$ cat src/rtl/raifes_gpio_ctrl.sv
// raifes_gpio_ctrl: AHB-lite (HASTI) GPIO controller.
//   GPIO_WIDTH pins with per-bit direction, atomic SET/CLR, synchronised inputs.
//   Optional edge-triggered interrupts are built only when RAIFES_GPIO_IRQ_EN is defined;
//   without it, offsets 0x14-0x1C read 0, ignore writes, and irq is tied low.
// Bus handshake: a transfer is accepted in its address phase when it hits the window,
//   htrans[1] is set and hready is high. Accepted, well-formed transfers complete in the
//   next cycle (DATA, zero wait states). Malformed transfers get the two-cycle ERROR
//   response (ERR1 with hready low, then ERR2 with hready high). Nothing else stalls.
module raifes_gpio_ctrl #(
  parameter int          GPIO_WIDTH        = 32,
  parameter logic [31:0] BASE_ADDR         = 32'hC000_0000,
  parameter int          SYNC_STAGES       = 2,
  parameter int          HASTI_ADDR_WIDTH  = 32,
  parameter int          HASTI_BUS_WIDTH   = 32,
  parameter int          HASTI_SIZE_WIDTH  = 3,
  parameter int          HASTI_TRANS_WIDTH = 2,
  parameter int          HASTI_RESP_WIDTH  = 1,
  parameter int          HASTI_BURST_WIDTH = 3,
  parameter int          HASTI_PROT_WIDTH  = 4
) (
  input  logic                         clk,
  input  logic                         reset_n,
  output logic [GPIO_WIDTH-1:0]        gpio_d,
  output logic [GPIO_WIDTH-1:0]        gpio_en,
  input  logic [GPIO_WIDTH-1:0]        gpio_i,
  output logic                         irq,
  input  logic [HASTI_ADDR_WIDTH-1:0]  haddr,
  input  logic                         hwrite,
  input  logic [HASTI_SIZE_WIDTH-1:0]  hsize,
  input  logic [HASTI_BURST_WIDTH-1:0] hburst,
  input  logic                         hmastlock,
  input  logic [HASTI_PROT_WIDTH-1:0]  hprot,
  input  logic [HASTI_TRANS_WIDTH-1:0] htrans,
  input  logic [HASTI_BUS_WIDTH-1:0]   hwdata,
  output logic [HASTI_BUS_WIDTH-1:0]   hrdata,
  output logic                         hready,
  output logic [HASTI_RESP_WIDTH-1:0]  hresp,
  output logic [1:0]                   dbg_state
);

  // Register word indices (haddr[4:2]).
  localparam logic [2:0] OFF_DATA_OUT = 3'd0;
  localparam logic [2:0] OFF_DIR      = 3'd1;
  localparam logic [2:0] OFF_DATA_IN  = 3'd2;
  localparam logic [2:0] OFF_SET      = 3'd3;
  localparam logic [2:0] OFF_CLR      = 3'd4;
  localparam logic [2:0] OFF_IRQ_EN   = 3'd5;
  localparam logic [2:0] OFF_IRQ_PEND = 3'd6;
  localparam logic [2:0] OFF_IRQ_EDGE = 3'd7;

  // Bits at or above GPIO_WIDTH are never stored and read back as 0.
  localparam logic [31:0] PIN_MASK = 32'((64'd1 << GPIO_WIDTH) - 64'd1);

  typedef enum logic [1:0] {
    ST_IDLE = 2'd0,
    ST_DATA = 2'd1,
    ST_ERR1 = 2'd2,
    ST_ERR2 = 2'd3
  } state_t;

  state_t state, state_nx;

  // Data-phase copies of the address-phase controls.
  logic [2:0] d_off;
  logic       d_write;
  logic [3:0] d_strb;

  logic        addr_sel;
  logic        addr_bad;
  logic [3:0]  strb_a;
  logic        wr_en;
  logic [31:0] wmask;
  logic [31:0] wbits;

  logic [31:0] data_out_q;
  logic [31:0] dir_q;
  logic [31:0] data_in;

  logic [GPIO_WIDTH-1:0] sync_q [SYNC_STAGES];

  // Control-only AHB inputs have no effect on this slave.
  logic unused_ok;
  assign unused_ok = ^{hburst, hmastlock, hprot, htrans[0]};

  assign addr_sel = (haddr[31:5] == BASE_ADDR[31:5]) && htrans[1] && hready;
  assign addr_bad = (hsize > 3'd2) ||
                    ((hsize == 3'd1) && haddr[0]) ||
                    ((hsize == 3'd2) && (haddr[1:0] != 2'b00));

  // Byte strobes from transfer size and the low address bits.
  always_comb begin
    strb_a = 4'b1111;
    case (hsize)
      3'd0:    strb_a = 4'b0001 << haddr[1:0];
      3'd1:    strb_a = haddr[1] ? 4'b1100 : 4'b0011;
      default: strb_a = 4'b1111;
    endcase
  end

  // FSM state register.
  always_ff @(posedge clk or negedge reset_n) begin
    if (!reset_n) state <= ST_IDLE;
    else          state <= state_nx;
  end

  // Next state and bus response; ERR1 always moves on, other states follow the address phase.
  always_comb begin
    state_nx = ST_IDLE;
    hready   = 1'b1;
    hresp    = '0;
    case (state)
      ST_ERR1: begin
        state_nx = ST_ERR2;
        hready   = 1'b0;
        hresp    = 1'b1;
      end
      default: begin
        if (state == ST_ERR2) hresp = 1'b1;
        if (addr_sel) state_nx = addr_bad ? ST_ERR1 : ST_DATA;
        else          state_nx = ST_IDLE;
      end
    endcase
  end

  assign dbg_state = state;

  // Capture the accepted address phase for use in the data phase.
  always_ff @(posedge clk or negedge reset_n) begin
    if (!reset_n) begin
      d_off   <= '0;
      d_write <= 1'b0;
      d_strb  <= '0;
    end else if (addr_sel && !addr_bad) begin
      d_off   <= haddr[4:2];
      d_write <= hwrite;
      d_strb  <= strb_a;
    end
  end

  assign wr_en = (state == ST_DATA) && d_write;
  assign wmask = {{8{d_strb[3]}}, {8{d_strb[2]}}, {8{d_strb[1]}}, {8{d_strb[0]}}};
  assign wbits = hwdata & wmask;

  // Output data and direction registers, committed at the end of the data phase.
  always_ff @(posedge clk or negedge reset_n) begin
    if (!reset_n) begin
      data_out_q <= '0;
      dir_q      <= '0;
    end else if (wr_en) begin
      case (d_off)
        OFF_DATA_OUT: data_out_q <= ((data_out_q & ~wmask) | wbits) & PIN_MASK;
        OFF_SET:      data_out_q <= data_out_q | (wbits & PIN_MASK);
        OFF_CLR:      data_out_q <= data_out_q & ~wbits;
        OFF_DIR:      dir_q      <= ((dir_q & ~wmask) | wbits) & PIN_MASK;
        default: ;
      endcase
    end
  end

  assign gpio_d  = data_out_q[GPIO_WIDTH-1:0];
  assign gpio_en = dir_q[GPIO_WIDTH-1:0];

  // Input synchroniser chain; the last stage is the DATA_IN value.
  always_ff @(posedge clk or negedge reset_n) begin
    if (!reset_n) begin
      for (int i = 0; i < SYNC_STAGES; i++) sync_q[i] <= '0;
    end else begin
      sync_q[0] <= gpio_i;
      for (int i = 1; i < SYNC_STAGES; i++) sync_q[i] <= sync_q[i-1];
    end
  end

  assign data_in = 32'(sync_q[SYNC_STAGES-1]);

`ifdef RAIFES_GPIO_IRQ_EN
  // Only pins 0..15 have edge-select bits.
  localparam int          NEDGE     = (GPIO_WIDTH < 16) ? GPIO_WIDTH : 16;
  localparam logic [31:0] EDGE_MASK = {PIN_MASK[15:0], PIN_MASK[15:0]};

  logic [GPIO_WIDTH-1:0] in_prev;
  logic [GPIO_WIDTH-1:0] rise;
  logic [GPIO_WIDTH-1:0] fall;
  logic [31:0]           edge_ev;
  logic [31:0]           pend_clr;
  logic [31:0]           irq_en_q;
  logic [31:0]           pend_q;
  logic [31:0]           edge_sel_q;
  logic                  irq_q;

  assign rise     = sync_q[SYNC_STAGES-1] & ~in_prev;
  assign fall     = ~sync_q[SYNC_STAGES-1] & in_prev;
  assign pend_clr = (wr_en && (d_off == OFF_IRQ_PEND)) ? wbits : '0;

  // Edge events qualified by the per-pin rise/fall selects.
  always_comb begin
    edge_ev = '0;
    for (int i = 0; i < NEDGE; i++)
      edge_ev[i] = (rise[i] & edge_sel_q[i]) | (fall[i] & edge_sel_q[16+i]);
  end

  // Interrupt registers; a new edge event beats a W1C of the same pending bit.
  always_ff @(posedge clk or negedge reset_n) begin
    if (!reset_n) begin
      in_prev    <= '0;
      irq_en_q   <= '0;
      pend_q     <= '0;
      edge_sel_q <= '0;
      irq_q      <= 1'b0;
    end else begin
      in_prev <= sync_q[SYNC_STAGES-1];
      pend_q  <= ((pend_q & ~pend_clr) | edge_ev) & PIN_MASK;
      irq_q   <= |(pend_q & irq_en_q);
      if (wr_en && (d_off == OFF_IRQ_EN))
        irq_en_q <= ((irq_en_q & ~wmask) | wbits) & PIN_MASK;
      if (wr_en && (d_off == OFF_IRQ_EDGE))
        edge_sel_q <= ((edge_sel_q & ~wmask) | wbits) & EDGE_MASK;
    end
  end

  assign irq = irq_q;

  // Read mux, valid only in the data phase.
  always_comb begin
    hrdata = '0;
    if (state == ST_DATA) begin
      case (d_off)
        OFF_DATA_OUT: hrdata = data_out_q;
        OFF_DIR:      hrdata = dir_q;
        OFF_DATA_IN:  hrdata = data_in;
        OFF_IRQ_EN:   hrdata = irq_en_q;
        OFF_IRQ_PEND: hrdata = pend_q;
        OFF_IRQ_EDGE: hrdata = edge_sel_q;
        default:      hrdata = '0;
      endcase
    end
  end
`else
  assign irq = 1'b0;

  // Read mux, valid only in the data phase; interrupt offsets read 0.
  always_comb begin
    hrdata = '0;
    if (state == ST_DATA) begin
      case (d_off)
        OFF_DATA_OUT: hrdata = data_out_q;
        OFF_DIR:      hrdata = dir_q;
        OFF_DATA_IN:  hrdata = data_in;
        default:      hrdata = '0;
      endcase
    end
  end
`endif

endmodule

$ cat config.mk
export PLATFORM = sky130hd
export DESIGN_NAME = raifes_gpio_ctrl
export DESIGN_NICKNAME = d
export VERILOG_FILES = /design/src/rtl/raifes_gpio_ctrl.sv
export SDC_FILE = /design/constraint.sdc
export NUM_CORES = 1
export LEC_CHECK = 0
export BUFFER_PORTS_ARGS = -buffer_cell sky130_fd_sc_hd__buf_2
export CAP_MARGIN = 20
export CELL_PAD_IN_SITES_DETAIL_PLACEMENT = 1
export CELL_PAD_IN_SITES_GLOBAL_PLACEMENT = 1
export CORE_MARGIN = 5
export CORE_UTILIZATION = 30
export CTS_BUF_LIST = sky130_fd_sc_hd__clkbuf_8
export CTS_CLUSTER_SIZE = 10
export DETAILED_ROUTE_END_ITERATION = 10
export PLACE_DENSITY_LB_ADDON = 0.1
export SLEW_MARGIN = 25
export SYNTH_ARGS = -nofsm -noshare
export SYNTH_HDL_FRONTEND = slang
export SYNTH_SLANG_ARGS = --single-unit
$ cat constraint.sdc
create_clock -name clk -period 1.5 [get_ports clk]
set_clock_uncertainty 0.15 [all_clocks]
set_input_delay 0.3 -clock clk [delete_from_list [all_inputs] [get_ports clk]]
set_output_delay 0.3 -clock clk [all_outputs]
set_load 0.01 [all_outputs]
* Word-level counts from Yosys, hierarchy flattened *
Cells that the tools add are included.

storage, ports and cells
  register bits = 138
  input port bits = 112
  output and inout port bits = 101
  logic and storage cells = 55

cells by class
  magnitude comparators = 1
  equality and inequality tests = 10
  shift operators = 1
  multiplexer cells = 11
  bitwise gates (word level) = 9
  reduce and logical (&&, ||, !) cells = 15

operators by type and width
  kind                  number
  $pmux 32 s3           2
  $and 32x32->32        4
  $or 32x32->32         3
  $not 32->32           2
  $mux 32               1
  $eq 27x27->1 const B  1
  $eq 3x2->1 const B    3
  $pmux 4 s2            1
  $eq 3x1->1 const B    2
  $logic_and 1x1->1     6
  $logic_not 3->1       2
  $mux 2                3
  $eq 2x2->1 const B    2
  $mux 4                1
  $reduce_and 2->1      2
  $shl 1x2->4 const A   1
  $eq 3x3->1 const B    1
  $gt 3x2->1 const B    1
  $mux 1                3
  $reduce_bool 3->1     1
  $eq 2x1->1 const B    1
  $logic_or 1x1->1      2
  $reduce_bool 2->1     1
  $logic_not 1->1       1

* Logic depth before layout (Yosys ltp) *
  depth in word-level cells = 7
  mapped depth = 6
  gate-level depth less buffers = 5

* Worst setup path after synthesis *
No wires, ideal clock.

  path kind = register -> register
  from = register state[1] (netlist: dbg_state[1])
  to = register d_off[0]
  library setup time = 125 ps
  arrival = 1514 ps
  data required time = 1225 ps
  slack = -289 ps
  cell stages (with the launch flop) = 6
  buffers on the path = 0
  period minus slack after synthesis = 1789 ps
  path through = dfrtp_1 -> nor2b_1 -> inv_1 -> nand4_1 -> nor3_4 -> mux2_2

on the way
  longest elaborated chain between the ends = 4

ends and longest elaborated chain
  what                    line  RTL
  from (decl)             61    state_t state, state_nx;
  from (signal assigned)  103   else state <= state_nx;
  $eq 2x2->1              111   case (state)
  $mux 1                  111
  via hready              36    output logic hready,
  $logic_and 1x1->1       85    assign addr_sel = (haddr[31:5] == BASE_ADDR[31:5]) && htrans[1] && hready;
  $logic_and 1x1->1       133   end else if (addr_sel && !addr_bad) begin
  to (signal assigned)    134   d_off <= haddr[4:2];
  to (decl)               64    logic [2:0] d_off;

The timed path passes the listed nets, and every way through them passes these cells.
A chain may end at the register's enable or synchronous reset.

* Worst setup path in the final report *
  from = register d_off[0]
  to = output hrdata[17]

on the way
  longest elaborated chain between the ends = 3
  elaborated cells between the ends (all ways) = 5
  classes of those cells = 2 x eq/ne; 2 x mux; 1 x reduce/logical

ends and longest elaborated chain
  what                                line  RTL
  $eq 3x2->1 (tied with other cells)  244   case (d_off)
  $pmux 32 s3 (*)                     244
  $mux 32 (*)                         243   if (state == ST_DATA) begin
  to (decl)                           35    output logic [HASTI_BUS_WIDTH-1:0] hrdata,

Mark *: on every way between the ends. The rest lies on a longest branch, timed or not.

==> flow_summary.yaml <==
power:
  power_density_nw_per_um2: 845.4
  finalPower_mw: 8.316
  ir_worst_vdd_mv: 0.5269
  leakage_nw: 4.615
critical_path:
  slowest_delay_ns: 0.46
  cp-start-kind: "register"
  critPathBufInv: 4
  crit_arrival_ns: 1.82
  rrSetupSlack_ns: -0.46
  path_class: "reg2out"
  critical-path-slowest-cell: "dfrtp_2"
  cp_cell_sequence: "buf_12, nor2b_4, buf_6, buf_8, a21oi_1, nor2_2, buf_2"
  worstSetupEndpointType: "output pin"
  r2r_cells: 7
  critical-path-top-delay-family: "buffers and inverters"
  r2r-start: "d_off[0]$_DFFE_PN0P_"
  cp_max_fo: 6
  r2r-end: "gpio_d[13]$_DFFE_PN0P_"
  cp.required_ns: 1.05
finish:
  final_area_um2: 9836
  final_nets: 967
  drive_above_1_share_pct: 57.95
  area_delta_synth_final_pct: 74.07
grt:
  grt_pass1_wl_um: 31910
  grt_pass1_vias: 5906
  grt_max_degree: 34
  grt_usage_pct: 18.81
  grt-ovfl-total: 0
  antenna_found_initial: 1
floorplan:
  io_pins: 213
  num_rows: 50
  coreArea_um2: 18640
  die_area_um2: 21680
  die_width_um: 147.2
  fp.dieH_um: 147.2
  initial_core_util_pct: 30.31
placement:
  dpl.hpwl_um: 14050
  place_ws_ns: -0.4512
  detailed_place.area_um2: 7665
  port-buffer-count: 202
  gp_congestion: 0.7731
synthesis:
  syn_nets: 623
  synth_top_cell_area_share_pct: 61.12
  synth_flop_cell: "dfrtp_1"
  yosysTopAreaCell: "dfrtp_1"
  yosys_warnings: 0
  ys_top_cells_by_count: "dfrtp_1, nor2_1, a21oi_1"
  synthTopCellsByArea: "dfrtp_1, mux2_2, a21oi_1"
  syn_inst: 511
  synth_most_common_cell: "dfrtp_1"
  synth.cell_area_um2: 5650
  ys_ff_latch: 138
  async_flop_share_pct: 100.0
  synth_edf_count: 0
  syn_avg_cell_area_um2: 11.06
  yosys.cell_types.count: 31
  yosysSeqAreaShare_pct: 61.12
status:
  violations: "negative setup slack"
  status: "complete, but fails checks"
routing:
  routed_wl_um: 20380
  drt_iter0_markers: 211
  wire_per_inst_um: 18.47
  post-route-drc-count: 0
  vias_per_cell: 4.753
  num_vias: 5243
  detail-route-antenna-nets: 0
  drt_pass1_iterations: 4
cts:
  clk_pin_slew_worst_paths_ns: 0.08
  cts_buffers: 17
  cts-htree-levels: 4
  cts_buffer_depth: 2
  clock_tree.root_cell: "clkbuf_8"
  tritoncts: "done"
  worstSkewPairLatency_ns: 0.44
  cts_sinks: 138
worst_hold_path:
  whs_endpoint: "d_strb[1]$_DFFE_PN0P_"
  holdCritStartpoint: "hsize[2]"
  hold_depth: 4
  min_path_type: "in2reg"
timing:
  setup_ws_ns: -0.7674
  finalSetupTns_ns: -50.60
  finalSetupViolCount: 110
  min_period_ns: 2.267
  hold_viol_final: 0
  final_max_slew_viol_count: 0
  finalCritPeriodShare_pct: 151.2
  rsz0062_at_grt: "yes"
  fmax_ghz: 0.4410
run:
  drv_cap: 0
==> how the worst max path moves through the flow <==
| stage | startpoint | end | slack, ns | cells past startpoint |
|---|---|---|---|---|
| final | d_off[0]$_DFFE_PN0P_ | hrdata[17] | -0.77 | 7 |
| after global routing | d_off[0]$_DFFE_PN0P_ | hrdata[13] | -0.90 | 7 |
| after CTS | d_off[0]$_DFFE_PN0P_ | hrdata[0] | -0.80 | 7 |
| after detailed placement | haddr[10] | d_write$_DFFE_PN0P_ | -0.45 | 6 |
| after global placement | haddr[23] | d_off[0]$_DFFE_PN0P_ | -0.41 | 6 |
| after floorplan | haddr[10] | d_off[0]$_DFFE_PN0P_ | -0.24 | 4 |
==> per-layer routing <==
| layer | vias up | track usage (%) | share of wire [%] |
|---|---|---|---|
| li1 | 2431 | - | - |
| met4 | 0 | 4.194 | 0.97 |
| met5 | - | 0 | 0 |
| met3 | 11 | 4.503 | 4.0 |
| met1 | 2682 | 23.18 | 43 |
| met2 | 119 | 33.50 | 52 |
==> worst min-delay path, cell delays in order <==
cell and delay [ns]:
buf_2 0.08, nor2_1 0.07, o21ai_0 0.08, mux2_4 0.14
==> final cells by class <==
cell class | count | area (um2)
diodes | 1 | 2.502
clock buffers | 18 | 247.7
clock inverters | 14 | 195.2
fillers | 2009 | 8807
inverters | 34 | 127.6
multi-input cells | 314 | 2825
flip-flops and latches | 138 | 3457
well taps | 234 | 292.8
repair buffers | 350 | 2688
==> where the power goes <==
part / internal (mW) / switching, mW
Clock: 1.87 / 1.53
Sequential: 3.89 / 0.115
Combinational: 0.495 / 0.415
==> cell usage in the layout, fill, tap and decap left out, drive strengths merged, types with 2 or more instances in the layout <==
master       instances
mux2i               32
nor3                 3
bufinv               4
buf                279
clkinvlp             3
nor4                 5
o211ai               4
o21ai               68
inv                 38
nor2b                5
nor2                68
nand2               10
dfrtp              138
dlygate4sd3         69
a21oi               65
clkinv               3
nand4                2
mux2                40
and3b                2
clkbuf              20
==> stage by stage <==
stage	utilization [%]	hold slack, ns	std cells
2_1_floorplan	-	-0.1456	511
4_1_cts	50.46	0.08018	1088
6_report	52.76	0.1194	1103
3_3_place_gp	41.11	0.08967	976
5_1_grt	52.76	0.1222	1103
3_5_place_dp	41.11	0.09535	976
==> cells by family after synthesis <==
group | after synthesis | synth area share, %
buffers and inverters | 59 | 4.097
AO/OA/AOI/OAI | 139 | 12.58
AND/OR/NAND/NOR | 102 | 8.503
multiplexers | 72 | 13.64
flip-flops | 138 | 61.12
other | 1 | 0.06637
==> timing repair <==
action | 4_1_cts | 5_1_grt
hold buffers | 69 | 0
hold endpoints to repair | 238 | 0
endpoints found under the setup margin | 117 | 170
pin swaps | 10 | 17
resized for setup | 124 | 66
setup buffers | 9 | 16
cloned | 2 | 2
(Power assumes the default switching activity.)
